### src/rtl/fcore_isa_pkg.sv
// Shared fCore constants and the result entry carried from execution units to the register file.
package fcore_isa;
    localparam int DATA_W = 32;
    localparam int ADDR_W = 8;

    typedef struct packed {
        logic [DATA_W-1:0] data;
        logic [ADDR_W-1:0] addr;
    } result_entry_t;
endpackage

### src/rtl/fcore_result_collector_fifo.sv
// Per-source result FIFO: accepts a push while full only if the head is popped in the same cycle.
module fcore_result_fifo #(
    parameter int W     = 40,
    parameter int DEPTH = 4
) (
    input  logic         clk_i,
    input  logic         rst_ni,
    input  logic         push_i,
    input  logic [W-1:0] din_i,
    input  logic         pop_i,
    output logic [W-1:0] dout_o,
    output logic         full_o,
    output logic         empty_o,
    output logic         drop_o
);
    localparam int PW = $clog2(DEPTH);

    logic [W-1:0] mem_q [DEPTH];
    logic [PW:0]  wr_q, wr_d, rd_q, rd_d;
    logic         push_ok;

    // Pointers carry one extra wrap bit so full and empty are distinguishable.
    assign empty_o = (wr_q == rd_q);
    assign full_o  = (wr_q[PW] != rd_q[PW]) && (wr_q[PW-1:0] == rd_q[PW-1:0]);
    assign push_ok = push_i && (!full_o || pop_i);
    assign drop_o  = push_i && full_o && !pop_i;
    assign dout_o  = mem_q[rd_q[PW-1:0]];

    always_comb begin
        wr_d = push_ok ? wr_q + 1'b1 : wr_q;
        rd_d = (pop_i && !empty_o) ? rd_q + 1'b1 : rd_q;
    end

    always_ff @(posedge clk_i or negedge rst_ni) begin
        if (!rst_ni) begin
            wr_q <= '0;
            rd_q <= '0;
        end else begin
            wr_q <= wr_d;
            rd_q <= rd_d;
        end
    end

    always_ff @(posedge clk_i) begin
        if (push_ok) mem_q[wr_q[PW-1:0]] <= din_i;
    end
endmodule

### src/rtl/fcore_result_collector.sv
// Merges execution-unit result streams through per-source FIFOs into one registered writeback port.
module fcore_result_collector
    import fcore_isa::*;
#(
    parameter int N_SOURCES  = 3,
    parameter int DATA_WIDTH = DATA_W,
    parameter int ADDR_WIDTH = ADDR_W,
    parameter int FIFO_DEPTH = 4
) (
    input  logic                                  clock_i,
    input  logic                                  reset_ni,
    input  logic [N_SOURCES-1:0]                  results_in_valid_i,
    output logic [N_SOURCES-1:0]                  results_in_ready_o,
    input  logic [N_SOURCES-1:0][DATA_WIDTH-1:0]  results_in_data_i,
    input  logic [N_SOURCES-1:0][ADDR_WIDTH-1:0]  results_in_user_i,
    output logic                                  writeback_valid_o,
    input  logic                                  writeback_ready_i,
    output logic [DATA_WIDTH-1:0]                 writeback_data_o,
    output logic [ADDR_WIDTH-1:0]                 writeback_user_o,
    output logic [N_SOURCES-1:0]                  overflow_o,
    output logic                                  busy_o
);
    localparam int RR_W = (N_SOURCES > 1) ? $clog2(N_SOURCES) : 1;
    localparam int EW   = DATA_WIDTH + ADDR_WIDTH;

    typedef struct packed {
        logic [DATA_WIDTH-1:0] data;
        logic [ADDR_WIDTH-1:0] addr;
    } entry_t;

    entry_t [N_SOURCES-1:0] din, head;
    logic   [N_SOURCES-1:0] empty, full, drop, pop;

    logic                  valid_q, valid_d;
    logic [DATA_WIDTH-1:0] data_q, data_d;
    logic [ADDR_WIDTH-1:0] user_q, user_d;
    logic [RR_W-1:0]       rr_q, rr_d, gnt_idx;
    logic [N_SOURCES-1:0]  ovf_q;
    logic                  gnt_vld, load_en;
    int                    idx;

    for (genvar g = 0; g < N_SOURCES; g++) begin : g_src
        assign din[g] = '{data: results_in_data_i[g], addr: results_in_user_i[g]};

        fcore_result_fifo #(.W(EW), .DEPTH(FIFO_DEPTH)) u_fifo (
            .clk_i   (clock_i),
            .rst_ni  (reset_ni),
            .push_i  (results_in_valid_i[g]),
            .din_i   (din[g]),
            .pop_i   (pop[g]),
            .dout_o  (head[g]),
            .full_o  (full[g]),
            .empty_o (empty[g]),
            .drop_o  (drop[g])
        );
    end

    assign load_en = !valid_q || writeback_ready_i;

    // Round-robin search starting at rr_q, first non-empty source wins.
    always_comb begin
        gnt_vld = 1'b0;
        gnt_idx = '0;
        idx     = 0;
        for (int i = 0; i < N_SOURCES; i++) begin
            idx = int'(rr_q) + i;
            if (idx >= N_SOURCES) idx = idx - N_SOURCES;
            if (!gnt_vld && !empty[idx]) begin
                gnt_vld = 1'b1;
                gnt_idx = RR_W'(idx);
            end
        end
    end

    always_comb begin
        valid_d = valid_q;
        data_d  = data_q;
        user_d  = user_q;
        rr_d    = rr_q;
        pop     = '0;
        if (load_en) begin
            if (gnt_vld) begin
                pop[gnt_idx] = 1'b1;
                valid_d      = 1'b1;
                data_d       = head[gnt_idx].data;
                user_d       = head[gnt_idx].addr;
                rr_d         = (gnt_idx == RR_W'(N_SOURCES - 1)) ? '0 : gnt_idx + 1'b1;
            end else begin
                valid_d = 1'b0;
                data_d  = '0;
                user_d  = '0;
            end
        end
    end

    always_ff @(posedge clock_i or negedge reset_ni) begin
        if (!reset_ni) begin
            valid_q <= 1'b0;
            data_q  <= '0;
            user_q  <= '0;
            rr_q    <= '0;
            ovf_q   <= '0;
        end else begin
            valid_q <= valid_d;
            data_q  <= data_d;
            user_q  <= user_d;
            rr_q    <= rr_d;
            ovf_q   <= ovf_q | drop;
        end
    end

    assign results_in_ready_o = ~full;
    assign writeback_valid_o  = valid_q;
    assign writeback_data_o   = data_q;
    assign writeback_user_o   = user_q;
    assign overflow_o         = ovf_q;
    assign busy_o             = (|(~empty)) || valid_q;
endmodule

### config.mk
export PLATFORM = sky130hd
export DESIGN_NAME = fcore_result_collector
export DESIGN_NICKNAME = d
export VERILOG_FILES = /design/src/rtl/fcore_isa_pkg.sv /design/src/rtl/fcore_result_collector_fifo.sv /design/src/rtl/fcore_result_collector.sv
export SDC_FILE = /design/constraint.sdc
export NUM_CORES = 1
export LEC_CHECK = 0
export CORE_AREA = 4 4 203 205
export CTS_CLUSTER_SIZE = 24
export DETAILED_ROUTE_END_ITERATION = 6
export DIE_AREA = 0 0 207 209
export GPL_ROUTABILITY_DRIVEN = 1
export PLACE_DENSITY = 0.75
export RECOVER_POWER = 25
export SYNTH_ARGS = -nofsm -noshare
export SYNTH_HDL_FRONTEND = slang
export SYNTH_SLANG_ARGS = --single-unit
### constraint.sdc
create_clock -name clock_i -period 4.7 [get_ports clock_i]
set_input_delay 0.94 -clock clock_i [delete_from_list [all_inputs] [get_ports clock_i]]
set_output_delay 0.94 -clock clock_i [all_outputs]
set_load 0.01 [all_outputs]
* Word-level counts from Yosys, hierarchy flattened
Memory sizes are Yosys's and may differ from the RTL's. Index checks and enable logic that the tools add are counted.
Storage, ports and cells: register bits after elaboration 64, bits in writable memories 480, input bits 126, memories kept 3
Cells by class: $add $sub $neg 12, magnitude comparators 8, eq/ne operators 10, multiplexer cells 34, bitwise logic cells 3, reduce and logical (&&, ||, !) cells 38
Memory list:
- g_src[0].u_fifo.mem_q | words 4, width 40, read ports 1, clocked after memory_dff 0, wr ports 1, RTL line fcore_result_collector_fifo.sv:18 | logic [W-1:0] mem_q [DEPTH];
- g_src[1].u_fifo.mem_q | words 4, width 40, read ports 1, clocked after memory_dff 0, wr ports 1, RTL line fcore_result_collector_fifo.sv:18
- g_src[2].u_fifo.mem_q | words 4, width 40, read ports 1, clocked after memory_dff 0, wr ports 1, RTL line fcore_result_collector_fifo.sv:18
Operator list (number):
- 2-to-1 mux 32 bit | 4
- less-than comparator 32 x 4 -> 1 bit (second input constant) | 3
- binary-select mux 40 bit (select 2 bit) | 1
- 2-to-1 mux 40 bit | 1
- adder 3 x 1 -> 3 bit (second input constant) | 6
- logical AND 1 bit | 18
- 2-to-1 mux 1 bit | 17
- zero test 1 bit | 13
- equality test 3 bit | 3
- 2-to-1 mux 2 bit | 4
- 2-to-1 mux 8 bit | 1
- subtractor 3 x 2 -> 4 bit (second input constant) | 2
- binary-select mux 1 bit (select 2 bit) | 3
- equality test 2 bit | 3
- greater-or-equal comparator 3 x 2 -> 1 bit (second input constant) | 2
- 2-to-1 mux 3 bit | 2
- inverter 3 bit | 2
- logical OR 1 bit | 5
- adder 2 x 1 -> 3 bit (second input constant) | 1
- adder 2 x 2 -> 3 bit (second input constant) | 1
- less-than comparator 2 x 3 -> 1 bit (second input constant) | 1
- != test 1 bit | 3
- OR 3 bit | 1
- OR reduction 3 bit | 1
- other kinds (7) | 7

* Longest topological paths before layout
Gate-level depths: netlist of the first run.
depth in word-level cells 22, mapped depth 11

* Modules after synthesis
Synthesis of the first run repeated with hierarchy kept, for this count alone.
Second synthesis, totals: cells, all modules 1151, area total of the unflattened synthesis 22067.4 µm²
By module, submodules not included:
- fcore_result_fifo (g_src[1].u_fifo ...) | times used 2, cells each 252, area each 6227.2 µm², sequential area each 4954.8 µm²
- fcore_result_fifo (g_src[0].u_fifo) | times used 1, cells each 252, area each 6233.5 µm², sequential area each 4954.8 µm²
- fcore_result_collector | times used 1, cells each 395, area each 3379.5 µm², sequential area each 1151.1 µm²

* Worst setup path after synthesis of the first run
No wires, ideal clock.
path type flip-flop to flip-flop, from register g_src[1].u_fifo.rd_q[1], to memory g_src[0].u_fifo.mem_q[0][0], enable pin, library setup time 0.401 ns, arrival time 3.050 ns, path slack 1.249 ns, cell stages (with the launch flop) 10, path buffers 2, clock period less this slack 3.451 ns, path through dfrtp_1 > buf_2 > xor2_1 > or3_1 > buf_6 > nor4_1 > nor2_1 > a211oi_4 > o21a_2 > and2_1
On the way: longest elaborated chain between the ends 20, elaborated cells on any way between the ends 32, those cells by class order compare: 2; eq/ne: 1; mux: 21; reduce/logical: 8
RTL lines:
- start: declaration | RTL line fcore_result_collector_fifo.sv:19 | logic [PW:0] wr_q, wr_d, rd_q, rd_d;
- start signal: assignment | RTL line fcore_result_collector_fifo.sv:40 | rd_q <= rd_d;
- equality test 3 bit * | RTL line fcore_result_collector_fifo.sv:23 | assign empty_o = (wr_q == rd_q);
- binary-select mux 1 bit (select 2 bit) | RTL line fcore_result_collector.sv:68 | if (!gnt_vld && !empty[idx]) begin
- 2-to-1 mux 1 bit (implied by the code) (2 in a row) | RTL line fcore_result_collector.sv:68
- zero test 1 bit | RTL line fcore_result_collector.sv:68
- logical AND 1 bit | RTL line fcore_result_collector.sv:68
- 2-to-1 mux 1 bit | RTL line fcore_result_collector.sv:68
- zero test 1 bit | RTL line fcore_result_collector.sv:68
- logical AND 1 bit | RTL line fcore_result_collector.sv:68
- [3 not listed]
- 2-to-1 mux 1 bit (implied by the code) | RTL line fcore_result_collector.sv:83 | pop[gnt_idx] = 1'b1;
- demux 1 bit (select 2 bit) | RTL line fcore_result_collector.sv:83
- 2-to-1 mux 3 bit * | RTL line fcore_result_collector.sv:82 | if (gnt_vld) begin
- 2-to-1 mux 3 bit * | RTL line fcore_result_collector.sv:81 | if (load_en) begin
- logical OR 1 bit * | RTL line fcore_result_collector_fifo.sv:25 | assign push_ok = push_i && (!full_o || pop_i);
- logical AND 1 bit * | RTL line fcore_result_collector_fifo.sv:25
- 2-to-1 mux 1 bit * | RTL line fcore_result_collector_fifo.sv:45 | if (push_ok) mem_q[wr_q[PW-1:0]] <= din_i;
- 2-to-1 mux 1 bit (implied by the code) * | RTL line fcore_result_collector_fifo.sv:45
- end: declaration | RTL line fcore_result_collector_fifo.sv:18
Mark *: on every way between the ends. The rest lies on a longest branch, timed or not. The select of a mux whose other input is x is not followed.

* Worst setup path after layout of the first run
from register g_src[1].u_fifo.rd_q[2], to output busy_o
On the way: longest elaborated chain between the ends 4
RTL lines:
- equality test 3 bit | RTL line fcore_result_collector_fifo.sv:23
- inverter 3 bit | RTL line fcore_result_collector.sv:117 | assign busy_o = (|(~empty)) || valid_q;
- OR reduction 3 bit | RTL line fcore_result_collector.sv:117
- logical OR 1 bit | RTL line fcore_result_collector.sv:117
- end: declaration | RTL line fcore_result_collector.sv:21 | output logic busy_o
No other way between the ends.

==> results.md, run 1 <==
- Outcome: complete, no violations
- Area contributors post-synth: edfxtp_1, mux4_2, dfrtp_1
- Vias: 10.98k
- Router iterations before antenna repair: 5
- Largest net degree at the start of global routing: 65
- Post-Place Cells: 1720
- Routed wire length per instance: roughly 26 µm
- Initial core utilization: 0.5421
- Tmin final: 3968 ps
- Startpoint Class: flop
- Drt drc: 0
- Vias in the first global route: 11.23k
- Initial drt markers: approximately 960
- Vias per cell: roughly 6
- Flops & latches, synth: 544
- Count of input and output buffers: 173
- Crit. End Element: output pin
- Crit-path max FO: 9
- Worst setup margin: 732.4 ps
- Post-synth top area cell: edfxtp_1
- Core area: 39460 µm²
- TNS Setup: 0 ps
- Distinct cells, synth: around 60
- R2r worst-path depth: 8
- Final Max Tran Viols: 0
- CTS Hold Buffers Added: 0
- Fillers: 2679
- Clock slew at reported path FFs: 60 ps
- CP Depth: 4
- Post-route total power: 17.64 mW
- Reg2reg setup slack: approximately 1300 ps
- Crit path arrival time: between 3000 and 4000 ps
- H-tree Lvls: 2
- Initial antenna violation count: 5
- Pleak: 8.562 nW
- Number of buffers created by CTS: 53
- Cells after Synth: roughly 1.1k
- PostCTS Resize Cnt: 0
- Setup violations, final: 0
- Io pins: 174
- Top_reg_cell synth: edfxtp_1
- Hold WS: 485.3 ps
- CP Cell Sequence: xor2_2 > or3_1 > or4_1 > clkdlybuf4s50_1
- Worst slew pin tran: roughly 960 ps
- Clock insertion delay at the later pin of the skew report: ~600 ps
- F_max: 0.2520 GHz
- Clock tree buffer depth: 3
- Rel. slew slack: 0.3624
- Overall Global Routing Usage: 0.2213
- Final ANT Viol Nets: 0
- CTS tree: yes
- Area of the mapped netlist: 21390 µm²
- Worst path max stage delay: ~670 ps
- Synth-to-Final Area Change: 19.13%
- Origin of the worst setup path: g_src[1].u_fifo.rd_q[2]
- Final HPWL DP: 31570 µm
- Final Instance Count excl. Fillers: 1822
- Worst path slowest cell: or4_1
- Row cnt: 73
- Unrepaired setup endpoints after global routing: false
- Final Hold Viols: 0
- Capture point of the worst path: busy_o
- Syn_area_per_cell: just over 20 µm²
- Pre-CTS WS: 1344 ps
- Net count after synthesis: between 1k and 1.5k
- Reg-to-reg endpoint: g_src[0].u_fifo.mem_q[2][17]
- Final non-filler cell area: 25480 µm²
- Synth warn: 0
- Peak supply drop: 605.1 µV
- FFs w/ async S/R, synth: 0.1176
- Register area share after synthesis: 0.7488
- Share of cells above drive strength 1: 0.2202
- Die height: roughly 210 µm
- Post-DP Area: 23810 µm²
- Routed Wire Length: 48000 µm
- DIE AREA: 43260 µm²
- Die W: a little over 200 µm
- Hold WC Path Type: input pin to asynchronous set/reset pin
- Required @ worst endpoint: 3760 ps
- Commonest cells post-synth: edfxtp_1, mux4_2, dfrtp_1
- CTS sink cnt: 544
- Total setup buffers inserted after CTS: 0
- Pwr Density: about 690 nW/µm²
- Kind of critical path: flop to output pin
- Fin crit share: 0.8442
- Max-Cap Viols: 0
- Delay-heaviest family, CP: simple AND/OR/NAND/NOR gates
- Post-synth top area share: 0.6739
- Final core occ: 0.6458
- CP bufs+invs: 1
- Final #Nets: around 1.4k
- First-pass GRT wire length: 71670 µm
- Number of synthesized flops with an enable pin: 480
- CTS root buf: clkbuf_16
- Most common cell in the netlist: edfxtp_1
- Final Skew: 27.12 ps
- Placer Congestion: 0.8597
- Gr ovfl total: 0
- FF-to-FF Start: g_src[1].u_fifo.rd_q[2]
-- power by group --
part	total [mW]	internal, mW	switching, mW	leakage (nW)
combinational	6.55	2.64	3.91	2.60
sequential	7.06	6.61	0.448	5.15
clock	4.03	2.32	1.71	0.812
-- worst min-delay path by stage --
stage	cells after the start	slack (ps)	to
global route	2	510	writeback_data_o[10]
detailed placement	2	470	writeback_data_o[14]
global placement	2	470	writeback_data_o[18]
CTS	2	490	writeback_data_o[18]
floorplan	1	460	g_src[2].u_fifo.wr_q[2]
finish	1	490	writeback_data_o[24]
-- state kept, by name, summed over array words and instances, names as in the netlist --
| register | flops |
|---|---|
| rr_q | 2 |
| g_src.u_fifo.wr_q | 9 |
| writeback_data_o | 32 |
| g_src.u_fifo.rd_q | 9 |
| writeback_user_o | 8 |
| overflow_o | 3 |
| writeback_valid_o | 1 |
| g_src.u_fifo.mem_q | 480 |
-- cell type report --
| class | count | area (µm²) | area share |
|---|---|---|---|
| inverter | 12 | 45.04 | 0.001768 |
| timing repair buffer | 199 | 2012 | 0.07896 |
| sequential | 544 | 16020 | 0.6287 |
| clock buffer | 74 | 1455 | 0.05711 |
| multi-input combinational | 440 | 5077 | 0.1993 |
| tap | 525 | 656.9 | 0.02578 |
| antenna | 3 | 7.507 | 0.0002946 |
| clock inverter | 25 | 206.4 | 0.008102 |
-- cell usage in the layout (no fill, tap or decap), types with 3 or more instances in the layout --
cell type	Yosys	layout
nand2_1	50	50
clkbuf_8	0	5
and2_2	0	3
xnor2_1	13	13
o41ai_2	27	27
nor2_1	22	22
ha_1	17	17
o41ai_1	13	13
xor2_1	7	7
dlygate4sd3_1	0	74
o21ai_0	29	29
clkdlybuf4s50_1	0	98
bufinv_16	0	3
o21ai_1	16	16
inv_1	12	12
dfrtp_1	64	59
mux4_2	120	120
diode_2	0	3
and3_2	1	7
a21o_1	4	4
clkbuf_16	0	53
nor3_1	27	27
mux2_1	3	3
a21oi_1	42	42
buf_12	0	7
clkinv_1	0	8
dfrtp_2	0	5
clkbuf_1	43	16
edfxtp_1	480	480
clkinv_2	0	9
buf_4	4	20
-- worst reg2reg max path: cells and delay by family, from the launching register on --
| family | cells | cell delay [ps] |
|---|---|---|
| compound gates | 3 | 1010 |
| xor+xnor | 1 | 300 |
| buf+inv | 1 | 260 |
| flops | 1 | 420 |
| simple gates | 3 | 1060 |
-- cell families (layout without fill, tap and decap cells) --
group / count (synthesis) / in the layout / synth area share
XOR/XNOR: 21 / 21 / 0.008950
multiplexers: 124 / 124 / 0.1286
AO/OA/AOI/OAI: 151 / 151 / 0.05891
buffers and inverters: 78 / 310 / 0.01568
adder cells (fa/ha/maj): 17 / 17 / 0.009944
AND/OR/NAND/NOR: 127 / 127 / 0.02913
flip-flops: 544 / 544 / 0.7488
other: 0 / 3 / 0
-- per-layer routing --
| metal | track usage | routed length, µm |
|---|---|---|
| met1 | 0.3158 | 19510 |
| met2 | 0.3493 | 23170 |
| met3 | 0.05179 | 4081 |
| met4 | 0.06407 | 1203 |
| met5 | 0 | 35 |
(Power assumes the default switching activity.)
==> inputs of run 2 (changes only) <==
Clock period 4.7 ns to 3.85 ns, I/O delays scaled along.
==> run 2 against run 1 <==
  * Combinational power up 21%
  * Critical path depth unchanged
  * Clock skew is 4.9 ps lower
  * Non-clock buffer count unchanged
  * Clock-buffer cell count shrank 2
  * Sequential cell count is the same
  * Die area did not move
  * Largest cell class unchanged
  * Routed wire length is 0.26% higher
  * Worst setup slack got worse by 620 ps
  * Critical path type unchanged
  * Cell count is 0.11% lower
  * Critical endpoint unchanged
==> results.md, run 2 (same netlist as run 1, synthesis figures left out) <==
- Outcome: complete, no violations
- Pleak: 8.607 nW
- Drt drc: 0
- Flop pwr share: 0.397
- F_max: 0.2677 GHz
- Max-Cap Viols: 0
- Area of the multi-input gates: 5077 µm²
- Clock power share: 0.239
- PostCTS Resize Cnt: 0
- Hold WC Path Type: input pin to asynchronous set/reset pin
- Final ANT Viol Nets: 0
- CP Cell Sequence: xor2_2 > or3_1 > or4_1 > clkdlybuf4s50_1
- Overall Global Routing Usage: 0.2213
- Post-DP Area: about 24000 µm²
- Vias in the first global route: approximately 11k
- First-pass GRT wire length: 71970 µm
- CTS sink cnt: 544
- Reg2reg setup slack: 680 ps
- Clock insertion delay at the later pin of the skew report: 600 ps
- Commonest non-fill, non-tap cell in the layout: edfxtp_1
- Core area: 39460 µm²
- Final Instance Count excl. Fillers: approximately 1.8k
- Rel. slew slack: 0.3762
- Placer Congestion: around 0.8
- Pwr Density: 850.5 nW/µm²
- Total setup buffers inserted after CTS: 0
- Vias per cell: 6.010
- Tmin final: about 3700 ps
- Worst slew pin tran: 935.6 ps
- Final #Nets: 1393
- Gr ovfl total: 0
- Count of input and output buffers: 173
- Routed Wire Length: around 48000 µm
- H-tree Lvls: 2
- Kind of critical path: flop to output pin
- Crit path arrival time: 2970 ps
- CTS root buf: clkbuf_16
- Crit-path max FO: 9
- Unrepaired setup endpoints after global routing: false
- Peak supply drop: 683.0 µV
- Sw Pwr: 7.420 mW
- Fin crit share: 0.9703
- Largest net degree at the start of global routing: 65
- Required @ worst endpoint: 3080 ps
- Post-Place Cells: 1720
- Setup violations, final: 0
- Fillers: 2671
- Final Hold Viols: 0
- Final non-filler cell area: 25580 µm²
- Clock slew at reported path FFs: around 60 ps
- R2r worst-path depth: 8
- Share of cells above drive strength 1: 0.2233
- Die W: 207 µm
- Number of buffers created by CTS: 53
- Final HPWL DP: 30430 µm
- Crit. End Element: output pin
- CTS Hold Buffers Added: 0
- Register area: 16020 µm²
- Initial drt markers: roughly 960
- Startpoint Class: flop
- TNS Setup: 0 ps
- Comb pwr share: 0.364
- CTS tree: yes
- Max FFs per register: 480
- DIE AREA: 43260 µm²
- Initial antenna violation count: 2
- Row cnt: between 70 and 80
- Clock tree buffer depth: 3
- Io pins: about 170
- Die height: 209 µm
- Final Skew: ~22 ps
- Vias: 10.94k
- Worst path slowest cell: or4_1
- Routed wire length per instance: 26.44 µm
- Most frequent cells in the layout: edfxtp_1, mux4_2, clkdlybuf4s50_1, dlygate4sd3_1, dfrtp_1
- Initial core utilization: 0.5421
- Router iterations before antenna repair: 5
- Synth-to-Final Area Change: 19.61%
- Reg-to-reg endpoint: g_src[0].u_fifo.mem_q[1][34]
- FF-to-FF Start: g_src[1].u_fifo.rd_q[2]
- Net Sw Frac: 0.3410
- Final Max Tran Viols: 0
- Worst path max stage delay: 640 ps
- Int Pwr: 14.34 mW
[run 2: cell count changes in the layout (fill, tap and decap cells not counted), moves of 2 or more]
cell        before  now
bufinv_16        3    5
diode_2          3    1
clkinvlp_4       2    4
clkbuf_16       53   56
inv_6            2    0
clkbuf_1        16   12
clkinv_2         9    7
[run 2: layout make-up]
type                       instances  area share
sequential                       544      0.6263
clock buffer                      72     0.05869
antenna                            1  0.00009781
multi-input combinational        440      0.1985
inverter                          12    0.001761
clock inverter                    27     0.01091
tap                              525     0.02568
timing repair buffer             199     0.07815
[run 2: metal layers]
layer | vias up | routed length [µm] | track usage
met2 | 457 | 23400 | 0.3489
met3 | 68 | 4007 | 0.04909
met4 | 4 | 1091 | 0.05426
li1 | 4730 | - | -
met1 | 5680 | 19610 | 0.3227
met5 | - | 21 | 0
[run 2: power groups by stage]
| stage | logic [mW] | registers, mW | clock network [mW] |
|---|---|---|---|
| 3_5_place_dp | 8.00 | 8.74 | 0 |
| 2_1_floorplan | 5.19 | 8.63 | 0 |
| 3_3_place_gp | 7.87 | 8.66 | 0 |
| 5_1_grt | 8.50 | 8.74 | 5.57 |
| 4_1_cts | 8.06 | 8.64 | 5.31 |
| 6_report | 7.92 | 8.63 | 5.21 |
[run 2: how the worst max path moves through the flow]
stage,end,from,slack [ps],cells after the start
after global routing,busy_o,g_src[1].u_fifo.rd_q[2],50,4
after CTS,busy_o,g_src[1].u_fifo.rd_q[2],80,4
after detailed placement,g_src[1].u_fifo.rd_q[1],writeback_ready_i,610,5
after global placement,g_src[1].u_fifo.rd_q[1],writeback_ready_i,680,5
after floorplan,g_src[0].u_fifo.mem_q[2][10],g_src[1].u_fifo.rd_q[1],400,9
final,busy_o,g_src[1].u_fifo.rd_q[2],110,4
[run 2: critical path, delay by kind of cell (launching register included)]
kind	cells	cell delay (ps)
XOR/XNOR	1	220
buffers and inverters	1	520
flip-flops	1	420
AND/OR/NAND/NOR	2	1210
[run 2: stage by stage]
stage	utilization	power, mW	setup WS, ps	hold slack (ps)
floorplan	-	13.82	398.5	461.9
global placement	0.6032	16.53	679.4	479.7
CTS	0.6483	22.01	79.73	334.7
detailed placement	0.6032	16.74	614.0	483.0
global route	0.6483	22.81	52.82	367.0
finish	0.6484	21.76	114.5	305.9
==> inputs of run 3 (changes only) <==
--- a/config.mk
+++ b/config.mk
@@ -16,2 +16,3 @@
 export SYNTH_HDL_FRONTEND = slang
 export SYNTH_SLANG_ARGS = --single-unit
+export TNS_END_PERCENT = 30
==> constraint.sdc (replaced) <==
create_clock -name clock_i -period 3.85 [get_ports clock_i]
set_input_delay 0.77 -clock clock_i [delete_from_list [all_inputs] [get_ports clock_i]]
set_output_delay 0.77 -clock clock_i [all_outputs]
set_load 0.005 [all_outputs]
==> run 3 against run 2 <==
  * Design area decreased by 0.80%
  * Hold slack got worse by 8.7 ps
  * Worst setup slack gained 28 ps
  * Global-route usage rose by 0.13 points
  * Combinational power down 1%
  * Total power decreased by 2.3%
  * Clock skew fell by 5.5 ps
  * Sequential share of layout area up 0.51 points
  * Routed wire length decreased by 0.46%
  * Sequential power about the same
  * First-iteration DRC count increased by 8.9%
==> results.md, run 3 (same netlist as run 1, synthesis figures left out) <==
- Clock slew at reported path FFs: 60 ps
- TNS Setup: 0 ps
- Initial core utilization: 0.5421
- Final HPWL DP: 30140 µm
- Routed wire length per instance: 26.38 µm
- Largest net degree at the start of global routing: 65
- Outcome: complete, no violations
- Total setup buffers inserted after CTS: 0
- Rel. slew slack: 0.2750
- Clock tree buffer depth: 3
- Peak supply drop: approximately 500 µV
- Final #Nets: 1390
- Pwr Density: around 840 nW/µm²
- Hold WS: 297.2 ps
- Max FFs per register: 480
- Flop pwr share: 0.406
- Metal2 WL: roughly 23000 µm
- Met1 WL: 19750 µm
- CTS tree: yes
- Clock insertion delay at the later pin of the skew report: approximately 590 ps
- CTS sink cnt: 544
- Die W: approximately 210 µm
- Post-Place Cells: 1717
- Final Skew: 16.66 ps
- CTS root buf: clkbuf_16
- Pre-CTS WS: 571.4 ps
- Crit-path max FO: 9
- Router iterations before antenna repair: 5
- Io pins: 174
- H-tree Lvls: 2
- Setup violations, final: 0
- Commonest non-fill, non-tap cell in the layout: edfxtp_1
- Die height: roughly 210 µm
- F_max: 0.2698 GHz
- Final Max Tran Viols: 0
- Routed Wire Length: 47900 µm
- Pleak: 8.509 nW
- Final Hold Viols: 0
- Placer Congestion: about 0.84
- Fillers: 2685
- Net Sw Frac: 0.3421
- Max-Cap Viols: 0
- Fin crit share: 0.9629
- Overall Global Routing Usage: 0.2225
- Required @ worst endpoint: 3080 ps
- Sw Pwr: 7.276 mW
- Gr ovfl total: 0
- Initial drt markers: roughly 1.1k
- Crit. End Element: output pin
- DIE AREA: 43260 µm²
- CTS Hold Buffers Added: 0
- Highest routed layer: met4
- Met3 WL: approximately 3900 µm
- Number of buffers created by CTS: 53
- Row cnt: 73
- Final Instance Count excl. Fillers: 1816
- Hold WC Path Type: input pin to asynchronous set/reset pin
- Startpoint Class: flop
- Initial antenna violation count: 2
- Vias in the first global route: 11.43k
- Unrepaired setup endpoints after global routing: false
- Worst slew pin tran: 1088 ps
- First-pass GRT wire length: 73010 µm
- Vias per cell: 6.025
- Drt drc: 0
- Final ANT Viol Nets: 0
- Tmin final: 3707 ps
- PostCTS Resize Cnt: 0
- Core area: 39460 µm²
- Count of input and output buffers: 173
- Int Pwr: around 14 mW
- Kind of critical path: flop to output pin
- Worst setup margin: 142.9 ps
- Comb pwr share: 0.367
- Vias: 10.94k
- Clock power share: 0.227
- Synth-to-Final Area Change: 18.65%
- Share of cells above drive strength 1: 0.2151
- Crit path arrival time: 2940 ps
- Most frequent cells in the layout: edfxtp_1, mux4_2, clkdlybuf4s50_1, dlygate4sd3_1, dfrtp_1
run 3: power groups by stage:
| stage | combinational, mW | clock, mW | sequential [mW] |
|---|---|---|---|
| 3_5_place_dp | 7.86 | 0 | 8.75 |
| 2_1_floorplan | 5.18 | 0 | 8.55 |
| 3_3_place_gp | 7.74 | 0 | 8.67 |
| 4_1_cts | 7.92 | 4.90 | 8.65 |
| 6_report | 7.81 | 4.82 | 8.64 |
| 5_1_grt | 8.40 | 5.17 | 8.75 |
run 3: critical path, cell delays in order (launching register included):
cell and delay [ps]:
dfrtp_1 420, xor2_2 220, or3_1 590, or4_1 640, clkdlybuf4s50_1 480
run 3: through the flow:
stage            util  area (µm²)  power [mW]
6_report       0.6432       25380       21.27
5_1_grt        0.6431       25380       22.32
4_1_cts        0.6430       25370       21.47
3_5_place_dp   0.6020       23750       16.61
3_3_place_gp   0.6020       23750       16.41
2_1_floorplan       -       21390       13.72
run 3: final timing paths:
kind,slack [ps],startpoint,end,cells past startpoint
max,140,g_src[1].u_fifo.rd_q[2],busy_o,4
min,300,reset_ni,writeback_data_o[17],1
max reg2reg,520,rr_q[0],g_src[2].u_fifo.mem_q[1][23],7
min reg2reg,490,g_src[2].u_fifo.rd_q[2],g_src[2].u_fifo.rd_q[2],1
max in group asynchronous,2880,reset_ni,g_src[2].u_fifo.rd_q[0],1
min in group clock_i,490,g_src[2].u_fifo.rd_q[2],g_src[2].u_fifo.rd_q[2],1
run 3: layer usage:
layer  track usage  up-vias
met2        0.3498      486
met3       0.04594       58
met1        0.3288     5686
li1              -     4711
met4       0.05267        0
met5             0        -
run 3: cell type report:
| class | instances | area [µm²] | area share |
|---|---|---|---|
| repair buffers | 196 | 1952 | 0.07691 |
| clock inverters | 19 | 130.1 | 0.005127 |
| diodes | 3 | 7.507 | 0.0002958 |
| clock buffers | 77 | 1488 | 0.05862 |
| multi-input cells | 440 | 5077 | 0.2001 |
| well taps | 525 | 656.9 | 0.02588 |
| inverters | 12 | 45.04 | 0.001775 |
| flip-flops and latches | 544 | 16020 | 0.6313 |
